<file path="config.mk">
export PLATFORM = sky130hd
export DESIGN_NAME = inv_shift_row_serial_flat
export DESIGN_NICKNAME = d
export VERILOG_FILES = /design/src/rtl/inv_shift_row_serial_pkg.sv /design/src/rtl/inv_shift_row_serial_if.sv /design/src/rtl/inv_shift_row_map.sv /design/src/rtl/inv_shift_row_serial.sv /design/src/flat_wrapper.sv
export SDC_FILE = /design/constraint.sdc
export NUM_CORES = 1
export LEC_CHECK = 0
export CAP_MARGIN = 20
export CORE_MARGIN = 4
export CORE_UTILIZATION = 30
export CTS_CLUSTER_DIAMETER = 40
export DETAILED_ROUTE_END_ITERATION = 16
export SETUP_SLACK_MARGIN = 0.1
export SKIP_LAST_GASP = 1
export SLEW_MARGIN = 10
export SYNTH_ARGS = -nofsm -noshare
export SYNTH_HDL_FRONTEND = slang
export SYNTH_HIERARCHICAL = 1
export SYNTH_SLANG_ARGS = --single-unit
export TNS_END_PERCENT = 10
</file>
<file path="constraint.sdc">
create_clock -name clk -period 4.5 [get_ports clk]
set_input_delay 0.9 -clock clk [delete_from_list [all_inputs] [get_ports clk]]
set_output_delay 0.9 -clock clk [all_outputs]
set_load 0.01 [all_outputs]
</file>
<file path="src/rtl/inv_shift_row_serial_pkg.sv">
// Shared AES constants and the row-shift index helpers used by the
// byte-serial InvShiftRows and ShiftRows stages.
package inv_shift_row_serial_pkg;

    localparam int STATE_BYTES = 16;
    localparam int NUM_ROWS    = 4;

    localparam logic [3:0] LAST_IDX = 4'(STATE_BYTES - 1);

    typedef logic [3:0]                    byte_idx_t;
    typedef logic [$clog2(NUM_ROWS)-1:0]   rc_idx_t;

    // Source index for output byte dst_idx of InvShiftRows:
    // out[r][c] = in[r][(c - r) mod 4]; row-major byte k = 4r + c.
    function automatic byte_idx_t inv_sr_src_idx(input byte_idx_t dst_idx);
        rc_idx_t row;
        rc_idx_t col;
        row = dst_idx[3:2];
        col = dst_idx[1:0] - row;
        return {row, col};
    endfunction

    // Forward form used by the encrypt-side ShiftRows stage:
    // out[r][c] = in[r][(c + r) mod 4].
    function automatic byte_idx_t fwd_sr_src_idx(input byte_idx_t dst_idx);
        rc_idx_t row;
        rc_idx_t col;
        row = dst_idx[3:2];
        col = dst_idx[1:0] + row;
        return {row, col};
    endfunction

endpackage

</file>
<file path="src/rtl/inv_shift_row_serial_if.sv">
// Byte-stream interface of the serial InvShiftRows stage: upstream byte
// input, downstream byte output, and the optional parallel state output
// (present only when INV_SR_PAR_OUT_EN is defined).
interface inv_shift_row_serial_if;

    logic [7:0]   in_data;
    logic         in_valid;
    logic         in_ready;
    logic [7:0]   out_data;
    logic         out_valid;
    logic         out_ready;
    logic         out_last;
`ifdef INV_SR_PAR_OUT_EN
    logic [127:0] out_state;
    logic         out_state_valid;
`endif

`ifdef INV_SR_PAR_OUT_EN
    modport master (
        output in_data, in_valid, out_ready,
        input  in_ready, out_data, out_valid, out_last, out_state, out_state_valid
    );
    modport slave (
        input  in_data, in_valid, out_ready,
        output in_ready, out_data, out_valid, out_last, out_state, out_state_valid
    );
`else
    modport master (
        output in_data, in_valid, out_ready,
        input  in_ready, out_data, out_valid, out_last
    );
    modport slave (
        input  in_data, in_valid, out_ready,
        output in_ready, out_data, out_valid, out_last
    );
`endif

endinterface

</file>
<file path="src/rtl/inv_shift_row_map.sv">
// Combinational InvShiftRows index map: output byte index -> source byte
// index within the stored (arrival-order) state.
module inv_shift_row_map
    import inv_shift_row_serial_pkg::*;
(
    input  logic [3:0] dst_idx,
    output logic [3:0] src_idx
);

    assign src_idx = inv_sr_src_idx(dst_idx);

endmodule

</file>
<file path="src/rtl/inv_shift_row_serial.sv">
// Byte-serial AES InvShiftRows with two ping-pong state banks so one state
// fills while the other drains at one byte per cycle.
// Optional feature macro: INV_SR_PAR_OUT_EN adds a one-cycle parallel
// 128-bit inverse-shifted state output when a bank becomes full.
module inv_shift_row_serial
    import inv_shift_row_serial_pkg::*;
(
    input  logic                  clk,
    input  logic                  rst,
    inv_shift_row_serial_if.slave bus
);

    // Bank data is deliberately not reset; the full flags gate its use.
    logic [7:0] bank_reg [2][STATE_BYTES];

    logic [1:0] full_reg;
    logic [1:0] full_next;
    logic       wb_reg;
    logic       rb_reg;
    logic [3:0] wc_reg;
    logic [3:0] rc_reg;

    logic       in_ready_int;
    logic       out_valid_int;
    logic       wr_fire;
    logic       rd_fire;
    logic       wr_done;
    logic       rd_done;
    logic [3:0] rd_idx;

    // Handshakes depend only on registered flags, so there is no
    // combinational path from out_ready to in_ready.
    assign in_ready_int  = !full_reg[wb_reg];
    assign out_valid_int = full_reg[rb_reg];
    assign wr_fire       = bus.in_valid && in_ready_int;
    assign rd_fire       = out_valid_int && bus.out_ready;
    assign wr_done       = wr_fire && (wc_reg == LAST_IDX);
    assign rd_done       = rd_fire && (rc_reg == LAST_IDX);

    inv_shift_row_map u_rd_map (
        .dst_idx (rc_reg),
        .src_idx (rd_idx)
    );

    assign bus.in_ready  = in_ready_int;
    assign bus.out_valid = out_valid_int;
    assign bus.out_last  = out_valid_int && (rc_reg == LAST_IDX);
    assign bus.out_data  = bank_reg[rb_reg][rd_idx];

    // Set the filling bank's flag and clear the draining bank's flag; when
    // both happen in one cycle they always address different banks.
    always_comb begin
        full_next = full_reg;
        if (wr_done) begin
            full_next[wb_reg] = 1'b1;
        end
        if (rd_done) begin
            full_next[rb_reg] = 1'b0;
        end
    end

    // Bank flags and write/read pointers; reset discards partial states.
    always_ff @(posedge clk) begin
        if (rst) begin
            full_reg <= 2'b00;
            wb_reg   <= 1'b0;
            rb_reg   <= 1'b0;
            wc_reg   <= 4'd0;
            rc_reg   <= 4'd0;
        end else begin
            full_reg <= full_next;
            if (wr_fire) begin
                wc_reg <= wr_done ? 4'd0 : wc_reg + 4'd1;
                if (wr_done) begin
                    wb_reg <= ~wb_reg;
                end
            end
            if (rd_fire) begin
                rc_reg <= rd_done ? 4'd0 : rc_reg + 4'd1;
                if (rd_done) begin
                    rb_reg <= ~rb_reg;
                end
            end
        end
    end

    // Store incoming bytes in arrival order into the bank being filled.
    always_ff @(posedge clk) begin
        if (wr_fire) begin
            bank_reg[wb_reg][wc_reg] <= bus.in_data;
        end
    end

`ifdef INV_SR_PAR_OUT_EN
    logic       par_valid_reg;
    logic       par_bank_reg;
    logic [3:0] par_src [STATE_BYTES];

    // Pulse in the cycle a bank's full flag rises and remember which bank.
    always_ff @(posedge clk) begin
        if (rst) begin
            par_valid_reg <= 1'b0;
            par_bank_reg  <= 1'b0;
        end else begin
            par_valid_reg <= wr_done;
            if (wr_done) begin
                par_bank_reg <= wb_reg;
            end
        end
    end

    genvar gi;
    for (gi = 0; gi < STATE_BYTES; gi = gi + 1) begin : g_par
        inv_shift_row_map u_par_map (
            .dst_idx (4'(gi)),
            .src_idx (par_src[gi])
        );
        assign bus.out_state[127 - 8*gi -: 8] = bank_reg[par_bank_reg][par_src[gi]];
    end

    assign bus.out_state_valid = par_valid_reg;
`endif

endmodule

</file>
<file path="src/flat_wrapper.sv">
// flat-port wrapper written by rule: the top's interface ports become plain ports
module inv_shift_row_serial_flat import inv_shift_row_serial_pkg::*;
  (clk, rst, bus_in_data, bus_in_valid, bus_out_ready, bus_in_ready, bus_out_data, bus_out_valid, bus_out_last);
  inv_shift_row_serial_if bus_i ();
  input  logic clk;
  input  logic rst;
  input wire logic [$bits(bus_i.in_data)-1:0] bus_in_data;
  input wire logic [$bits(bus_i.in_valid)-1:0] bus_in_valid;
  input wire logic [$bits(bus_i.out_ready)-1:0] bus_out_ready;
  output wire logic [$bits(bus_i.in_ready)-1:0] bus_in_ready;
  output wire logic [$bits(bus_i.out_data)-1:0] bus_out_data;
  output wire logic [$bits(bus_i.out_valid)-1:0] bus_out_valid;
  output wire logic [$bits(bus_i.out_last)-1:0] bus_out_last;
  assign bus_i.in_data = bus_in_data;
  assign bus_i.in_valid = bus_in_valid;
  assign bus_i.out_ready = bus_out_ready;
  assign bus_in_ready = bus_i.in_ready;
  assign bus_out_data = bus_i.out_data;
  assign bus_out_valid = bus_i.out_valid;
  assign bus_out_last = bus_i.out_last;
  inv_shift_row_serial u_core (.clk(clk), .rst(rst), .bus(bus_i));
endmodule
</file>
==> reports/qor.csv, run 1 <==
metric,value,unit
# port buffers,22,
row cnt,68,
largest area contributor in the netlist,edfxtp_1,
initial drt markers,428,
Starting Density,30.5,%
Mapped Cells,485,
RSZ-0062 raised after global routing,yes,
final wirelength,23300,µm
register area share after synthesis,75.3,%
Synth Flop Type,edfxtp_1,
Critical Path RT,3.60,ns
VDD IR max,252,µV
Top Family by Delay on Critical Path,multiplexers,
layout cells sized above 1,30.7,%
CTS sink count,269,
Yosys cell types,31,
grt total ovfl,0,
Synth top area share,72.9,%
Pwr Density,427,mW/mm²
clk buf depth,3,
gpl congestion,0.722,
Root Buffer,clkbuf_16,
max reg flops,256,
fin nets,562,
max-slew violations,0,
H-tree depth,2,
final hold violation count,0,
top post-synthesis cells by area,"edfxtp_1 73%, mux4_2 17%, dfxtp_1 2.5%",
WP depth,8,
crit end category,primary output,
Via density,5.02,
yosys warns,6,
"leading cell type in the layout, fill and taps excluded",edfxtp_1,
crit path cell chain,"inv_1, ha_4, inv_6, bufbuf_16, mux4_2, mux4_2, mux2_2, clkdlybuf4s50_1",
Hold Path Stages,2,
drt first pass iters,6,
"FF+latch count, synth",269,
Startpoint Class,flip-flop,
"Clk pin slew, worst setup/hold paths",0.05,ns
die area,0.0382,mm²
post-route ant nets,0,
max_cap viols,0,
type of the worst setup path,reg -> out,
status,"complete, no violations",
setup TNS,0,ns
Syn Std Cell Area,0.0106,mm²
HPWL after DPL,14500,µm
Post-Syn Area per Cell,21.8,µm²
Ports,23,
clk_lat worst skew,0.50,ns
Worst Tran Pin Value,0.934,ns
Max Fclk,231,MHz
"Max FO, Critical Path",8,
TritonCTS clock tree,yes,
Synth Net Count,503,
final worst path period need,4.33,ns
HP Class,reg -> reg,
post-route cell area,0.0127,mm²
relative slew slack,37.5,%
clk_skew,0.0194,ns
worst reg-to-reg path cell count,4,
asr flop ratio synth,0,%
"Area growth, synth to finish",19.9,%
pin count of the biggest net entering global routing,33,
first-pass GRT wire length,35100,µm
CP most frequent cell,mux4_2,
crit path DAT,3.43,ns
via count,5127,
fin crit share,96.3,%
WL per Instance,22.8,µm
# diodes,0,
die width,196,µm
Placeable Area,0.0346,mm²
number of global-route vias before repair,5284,
"Buf+Inv Stages, Crit Path",4,
Residual DRC,0,
Pleak,3.84,nW
Die Height,196,µm
Worst path slowest cell,mux4_2,
CTS buffer count,34,
most frequent cells in the layout,"256 x edfxtp_1, 80 x mux4_2, 35 x clkbuf_16",
initial antenna violation count,4,
"slowest stage delay, CP",0.55,ns
"Setup violations, final",0,
All-Layer GR Usage,12.2,%
Post-synth EDFFs,256,
DP Area,0.0114,mm²
[cell families (layout without fill, tap and decap cells)]
kind of cell / after synthesis / count (layout) / synth area share (%)
AND/OR/NAND/NOR: 67 / 67 / 2.88
XOR/XNOR: 3 / 3 / 0.391
flip-flops: 269 / 269 / 75.3
adder cells (fa/ha/maj): 6 / 6 / 0.711
buffers and inverters: 31 / 113 / 1.48
multiplexers: 90 / 90 / 18.1
AO/OA/AOI/OAI: 19 / 19 / 1.08
[where the power goes]
part / internal [mW] / switching, mW / total [mW]
clock network: 1.55 / 0.990 / 2.54
registers: 2.75 / 0.00433 / 2.76
logic: 0.0363 / 0.0715 / 0.108
total: 4.33 / 1.07 / 5.40
[final timing paths]
path | startpoint | endpoint | slack, ns
worst max-delay path | u_core/rc_reg[0] | bus_out_data[3] | 0.17
worst min-delay path | u_core/rc_reg[0] | u_core/rc_reg[0] | 0.51
worst max register to register | u_core/wb_reg | u_core/bank_reg[1][61] | 1.52
worst min register to register | u_core/rc_reg[0] | u_core/rc_reg[0] | 0.51
[cell usage after synthesis, types with 3 or more instances]
cell type / n
o21ai_0: 3
buf_4: 8
ha_1: 6
buf_1: 6
o21a_1: 3
a21oi_1: 10
mux4_2: 80
nand2_1: 13
edfxtp_1: 256
inv_1: 5
nor2_1: 31
mux2_2: 9
clkbuf_1: 9
nand3_1: 7
dfxtp_1: 13
nor3_1: 4
or3_1: 4
[per-layer routing]
metal / share of wire [%] / up-vias / global-route usage (%)
li1: - / 2150 / -
met1: 42 / 2764 / 16.8
met2: 48 / 174 / 19.5
met3: 7.3 / 33 / 3.00
met4: 1.6 / 6 / 3.10
met5: 0.099 / - / 0
[cell type report]
cell class | instances | area [µm²]
inverters | 5 | 23.8
well taps | 455 | 569
fillers | 3094 | 22000
clock buffers | 39 | 891
multi-input cells | 185 | 2460
clock inverters | 20 | 174
repair buffers | 49 | 586
flip-flops and latches | 269 | 7950
[what timing repair did]
| action | CTS | global route |
|---|---|---|
| hold buffers | 0 | 0 |
| cloned | 3 | 0 |
| pin swaps | 1 | 0 |
| gates resized for setup | 7 | 1 |
| setup buffers | 5 | 2 |
| endpoints found under the setup margin | 8 | 7 |
[metrics by stage]
step	total power [mW]	util, %	setup WS (ns)	hold slack (ns)	instances
after global placement	2.91	32.9	0.387	0.492	952
final	5.40	36.5	0.167	0.507	1022
after CTS	5.46	36.5	0.132	0.513	1019
after global routing	5.58	36.5	0.0578	0.537	1022
after floorplan	2.84	-	0.909	0.478	485
after detailed placement	2.92	32.9	0.370	0.510	952
[worst min-delay path: stages (launching register included)]
cell and delay [ns]:
dfxtp_2 0.34, nand2_1 0.06, a21oi_1 0.06
(Power assumes the default switching activity.)
==> inputs of run 2 (changes only) <==
--- a/config.mk
+++ b/config.mk
@@ -10,7 +10,7 @@
 export CORE_UTILIZATION = 30
 export CTS_CLUSTER_DIAMETER = 40
 export DETAILED_ROUTE_END_ITERATION = 16
-export SETUP_SLACK_MARGIN = 0.1
+export SETUP_SLACK_MARGIN = 0.3
 export SKIP_LAST_GASP = 1
 export SLEW_MARGIN = 10
 export SYNTH_ARGS = -nofsm -noshare
==> run 2 against run 1 <==
  * Sequential cell count is the same
  * Routed wire length grew 1.9%
  * Power about the same
  * Setup slack gained 0.13 ns
  * Utilization up 0.25 points
  * Via count increased by 0.39%
  * Global-route usage about the same
  * Sequential power about the same
  * Critical path depth rose by 2
  * First-iteration DRC count is 20% higher
  * Clock power barely moved
  * Clock skew is 0.0033 ns lower
  * Critical path type unchanged
  * Critical endpoint is now bus_out_data[2]
  * Largest cell class unchanged
  * Largest power group unchanged
==> reports/qor.csv, run 2 (same netlist as run 1, synthesis figures left out) <==
metric,value,unit,change
WL per Instance,23.2,µm,was 22.8 µm
post-route ant nets,0,,unchanged
CTS sink count,269,,unchanged
type of the worst setup path,reg -> out,,unchanged
crit end category,primary output,,unchanged
Residual DRC,0,,unchanged
Die Height,196,µm,unchanged
fin cells,1025,,was 1022
Root Buffer,clkbuf_16,,unchanged
Worst path slowest cell,xor3_2,,was mux4_2
clk_lat worst skew,0.50,ns,about the same
layout cells sized above 1,31.8,%,was 30.7%
initial antenna violation count,4,,unchanged
clk_skew,0.0161,ns,was 0.0194 ns
DP Area,0.0114,mm²,unchanged
most frequent cells in the layout,"256 x edfxtp_1, 80 x mux4_2, 37 x clkbuf_16",,"was 256 x edfxtp_1, 80 x mux4_2, 35 x clkbuf_16"
Pleak,3.92,nW,was 3.84 nW
Ports,23,,unchanged
pin count of the biggest net entering global routing,33,,unchanged
All-Layer GR Usage,12.2,%,about the same
first-pass GRT wire length,35100,µm,unchanged
Placed Cells,952,,unchanged
final hold violation count,0,,unchanged
drt first pass iters,5,,was 6
Max Fclk,238,MHz,was 231 MHz
row cnt,68,,unchanged
max_cap viols,0,,unchanged
# port buffers,22,,unchanged
max-slew violations,0,,unchanged
HP Class,reg -> reg,,unchanged
fin nets,565,,was 562
status,"complete, no violations",,unchanged
H-tree depth,2,,unchanged
TritonCTS clock tree,yes,,unchanged
final worst path period need,4.20,ns,was 4.33 ns
Via density,5.02,,about the same
post-route cell area,0.0127,mm²,about the same
final wirelength,23700,µm,was 23300 µm
die area,0.0382,mm²,unchanged
grt total ovfl,0,,unchanged
die width,196,µm,unchanged
Pwr Density,424,mW/mm²,was 427 mW/mm²
"leading cell type in the layout, fill and taps excluded",edfxtp_1,,unchanged
# diodes,0,,unchanged
crit path cell chain,"inv_2, ha_4, xor3_2, buf_12, buf_12, buf_16, mux4_2, mux4_2, mux2_2, dlymetal6s2s_1",,"was inv_1, ha_4, inv_6, bufbuf_16, mux4_2, mux4_2, mux2_2, clkdlybuf4s50_1"
Critical Path RT,3.60,ns,about the same
Starting Density,30.5,%,unchanged
max reg flops,256,,unchanged
"slowest stage delay, CP",0.52,ns,was 0.55 ns
RSZ-0062 raised after global routing,yes,,unchanged
fin crit share,93.4,%,was 96.3%
"Clk pin slew, worst setup/hold paths",0.05,ns,about the same
Fillers,3093,,was 3094
crit path DAT,3.30,ns,was 3.43 ns
VDD IR max,254,µV,was 252 µV
initial drt markers,512,,was 428
relative slew slack,34.6,%,was 37.5%
gpl congestion,0.722,,unchanged
Placeable Area,0.0346,mm²,unchanged
setup TNS,0,ns,unchanged
CTS buffer count,34,,unchanged
HPWL after DPL,14500,µm,unchanged
via count,5147,,was 5127
"Area growth, synth to finish",20.7,%,was 19.9%
"Setup violations, final",0,,unchanged
"Max FO, Critical Path",16,,was 8
number of global-route vias before repair,5285,,was 5284
Worst Tran Pin Value,0.977,ns,was 0.934 ns
Startpoint Class,flip-flop,,unchanged
clk buf depth,3,,unchanged
run 2: changes by cell type in the layout (fill, tap and decap cells not counted):
cell	delta
clkdlybuf4s50_1	-7
dlymetal6s2s_1	+4
clkbuf_2	+3
buf_12	+2
clkbuf_16	+2
buf_4	-1
dfxtp_2	-1
dfxtp_4	+1
inv_1	-1
inv_2	+1
inv_6	-1
inv_8	+1
mux2_2	-1
mux2_4	+1
run 2: what timing repair did:
action                     in CTS  in global routing
hold endpoints to repair        0                  0
hold buffers                    0                  0
gates resized for setup         9                 14
setup endpoints to repair       8                  8
setup buffers                   6                  2
cloned                          3                  2
pin swaps                       1                  1
run 2: final timing paths:
kind | startpoint | endpoint | slack [ns] | cells past startpoint
setup / recovery | u_core/rc_reg[0] | bus_out_data[2] | 0.30 | 10
setup reg to reg | u_core/wb_reg | u_core/bank_reg[1][59] | 1.47 | 4
hold reg to reg | u_core/rc_reg[0] | u_core/rc_reg[0] | 0.52 | 2
hold / removal | u_core/rc_reg[0] | u_core/rc_reg[0] | 0.52 | 2
run 2: area by class of cell:
cell class / instances / area (µm²) / share of cell area, %
Sequential cell: 269 / 7950 / 62.4
Timing Repair Buffer: 52 / 663 / 5.21
Inverter: 5 / 26.3 / 0.206
Tap cell: 455 / 569 / 4.47
Clock inverter: 20 / 174 / 1.37
Clock buffer: 39 / 891 / 6.99
Multi-Input combinational cell: 185 / 2460 / 19.3
run 2: per-layer routing:
metal / vias up / track usage, % / routed length (µm)
li1: 2152 / - / -
met1: 2771 / 16.9 / 9840
met2: 185 / 19.5 / 11600
met3: 33 / 2.81 / 1920
met4: 6 / 3.10 / 342
met5: - / 0 / 23
run 2: power breakdown:
part           leakage, nW  switching, mW  internal (mW)
clock network        0.510          0.992           1.55
logic                0.993         0.0711         0.0342
registers             2.41        0.00436           2.75
total                 3.92           1.07           4.33
run 2: worst max-delay path: cells and delay by family (launching register included):
| family | cells | cell delay [ns] |
|---|---|---|
| DFF | 1 | 0.36 |
| adders and majority gates | 1 | 0.13 |
| buffers and inverters | 5 | 0.69 |
| xor gates and xnor gates | 1 | 0.52 |
| muxes | 3 | 1.10 |
run 2: per-stage QoR:
stage	power, mW	util (%)	worst slack, ns	hold slack, ns
finish	5.40	36.8	0.298	0.523
global route	5.58	36.8	0.233	0.545
CTS	5.46	36.5	0.161	0.513
detailed placement	2.92	32.9	0.370	0.510
global placement	2.91	32.9	0.387	0.492
floorplan	2.84	-	0.909	0.478
==> inputs of run 3 (changes only) <==
--- a/config.mk
+++ b/config.mk
@@ -6,10 +6,13 @@
 export NUM_CORES = 1
 export LEC_CHECK = 0
 export CAP_MARGIN = 20
+export CELL_PAD_IN_SITES_DETAIL_PLACEMENT = 0
+export CELL_PAD_IN_SITES_GLOBAL_PLACEMENT = 2
 export CORE_MARGIN = 4
 export CORE_UTILIZATION = 30
 export CTS_CLUSTER_DIAMETER = 40
 export DETAILED_ROUTE_END_ITERATION = 16
+export PLACE_DENSITY_LB_ADDON = 0.1
 export SETUP_SLACK_MARGIN = 0.3
 export SKIP_LAST_GASP = 1
 export SLEW_MARGIN = 10
==> constraint.sdc (replaced) <==
create_clock -name clk -period 4.5 [get_ports clk]
set_input_delay 1.125 -clock clk [delete_from_list [all_inputs] [get_ports clk]]
set_output_delay 1.125 -clock clk [all_outputs]
set_load 0.01 [all_outputs]
==> run 3 against run 2 <==
  * Setup slack improved by 0.0045 ns
  * Die area did not move
  * Final area rose by 3.2%
  * Via count fell by 0.76%
==> reports/qor.csv, run 3 (same netlist as run 1, synthesis figures left out) <==
metric,value,unit,change
max reg flops,256,,unchanged
via count,5108,,was 5147
relative slew slack,36.3,%,was 34.6%
drt first pass iters,4,,was 5
final wirelength,25600,µm,was 23700 µm
final hold violation count,0,,unchanged
pin count of the biggest net entering global routing,33,,unchanged
Pwr Density,429,mW/mm²,was 424 mW/mm²
Ports,23,,unchanged
Placed Cells,979,,was 952
fin cells,1063,,was 1025
H-tree depth,2,,unchanged
hold slack,0.504,ns,was 0.523 ns
Root Buffer,clkbuf_16,,unchanged
DP Area,0.0116,mm²,was 0.0114 mm²
RSZ-0062 raised after global routing,yes,,unchanged
HP Class,reg -> reg,,unchanged
# port buffers,22,,unchanged
Residual DRC,0,,unchanged
Placeable Area,0.0346,mm²,unchanged
crit end category,primary output,,unchanged
grt total ovfl,0,,unchanged
clk_lat worst skew,0.51,ns,was 0.50 ns
CTS buffer count,38,,was 34
post-route cell area,0.0131,mm²,was 0.0127 mm²
All-Layer GR Usage,13.5,%,was 12.2%
"leading cell type in the layout, fill and taps excluded",edfxtp_1,,unchanged
Via density,4.81,,was 5.02
setup TNS,0,ns,unchanged
"Setup violations, final",0,,unchanged
initial drt markers,334,,was 512
pre-CTS WS,0.216,ns,was 0.370 ns
"Clk pin slew, worst setup/hold paths",0.05,ns,about the same
type of the worst setup path,reg -> out,,unchanged
max_cap viols,0,,unchanged
Tot Pwr,5.64,mW,was 5.40 mW
VDD IR max,217,µV,was 254 µV
CTS sink count,269,,unchanged
clk buf depth,3,,unchanged
post-route ant nets,0,,unchanged
# diodes,0,,unchanged
Starting Density,30.5,%,unchanged
Max Fclk,238,MHz,about the same
die width,196,µm,unchanged
row cnt,68,,unchanged
Worst Tran Pin Value,0.953,ns,was 0.977 ns
clk_skew,0.0210,ns,was 0.0161 ns
most frequent cells in the layout,"256 x edfxtp_1, 80 x mux4_2, 40 x buf_4",,"was 256 x edfxtp_1, 80 x mux4_2, 37 x clkbuf_16"
Die Height,196,µm,unchanged
final worst path period need,4.20,ns,about the same
max-slew violations,0,,unchanged
gpl congestion,0.688,,was 0.722
Fillers,3116,,was 3093
"Area growth, synth to finish",24.6,%,was 20.7%
die area,0.0382,mm²,unchanged
Pleak,4.13,nW,was 3.92 nW
worst setup margin,0.302,ns,was 0.298 ns
WL per Instance,24.1,µm,was 23.2 µm
initial antenna violation count,1,,was 4
layout cells sized above 1,36.7,%,was 31.8%
HPWL after DPL,15700,µm,was 14500 µm
fin nets,599,,was 565
"Core Util, Final",38.0,%,was 36.8%
CTS Hold Buffers Added,0,,unchanged
TritonCTS clock tree,yes,,unchanged
"Max FO, Critical Path",4,,was 16
status,"complete, no violations",,unchanged
first-pass GRT wire length,37800,µm,was 35100 µm
crit path DAT,3.07,ns,was 3.30 ns
Startpoint Class,flip-flop,,unchanged
number of global-route vias before repair,5493,,was 5285
fin crit share,93.3,%,was 93.4%
Critical Path RT,3.38,ns,was 3.60 ns
## run 3: layer usage
metal	up-vias	global-route usage [%]	routed length (µm)
met2	114	22.3	12700
met3	41	2.86	1060
met4	0	3.44	510
met1	2737	18.4	11300
li1	2216	-	-
met5	-	0	0
## run 3: cell type report
cell class / instances / area [µm²] / share of cell area (%)
flip-flops and latches: 269 / 7960 / 60.5
clock inverters: 23 / 193 / 1.47
multi-input cells: 185 / 2480 / 18.8
clock buffers: 44 / 995 / 7.57
repair buffers: 82 / 933 / 7.10
inverters: 5 / 23.8 / 0.181
well taps: 455 / 569 / 4.33
## run 3: worst paths after layout
check	from	endpoint	slack, ns	depth (start not counted)
min	u_core/rc_reg[1]	u_core/rc_reg[1]	0.50	2
max	u_core/rc_reg[0]	bus_out_data[5]	0.30	10
min reg2reg	u_core/rc_reg[1]	u_core/rc_reg[1]	0.50	2
max reg2reg	u_core/wb_reg	u_core/bank_reg[0][107]	1.73	4
## run 3: what timing repair did
action,in CTS,in global routing
setup buffers,8,0
endpoints found under the setup margin,8,8
pin swaps,2,0
gates cloned,6,0
resized for setup,50,1
## run 3: where the power goes
group / total [mW] / switching, mW / internal (mW)
Clock: 2.77 / 1.06 / 1.71
Sequential: 2.76 / 0.00414 / 2.75
Combinational: 0.108 / 0.0704 / 0.0377
Total: 5.64 / 1.14 / 4.50
## run 3: worst max-delay path, cell delays in order (launching register included)
cell and delay, ns:
dfxtp_4 0.34, inv_2 0.04, ha_4 0.22, inv_6 0.08, buf_4 0.12, buf_12 0.10, bufbuf_16 0.25, mux4_2 0.52
mux4_2 0.50, mux2_4 0.29, buf_6 0.13
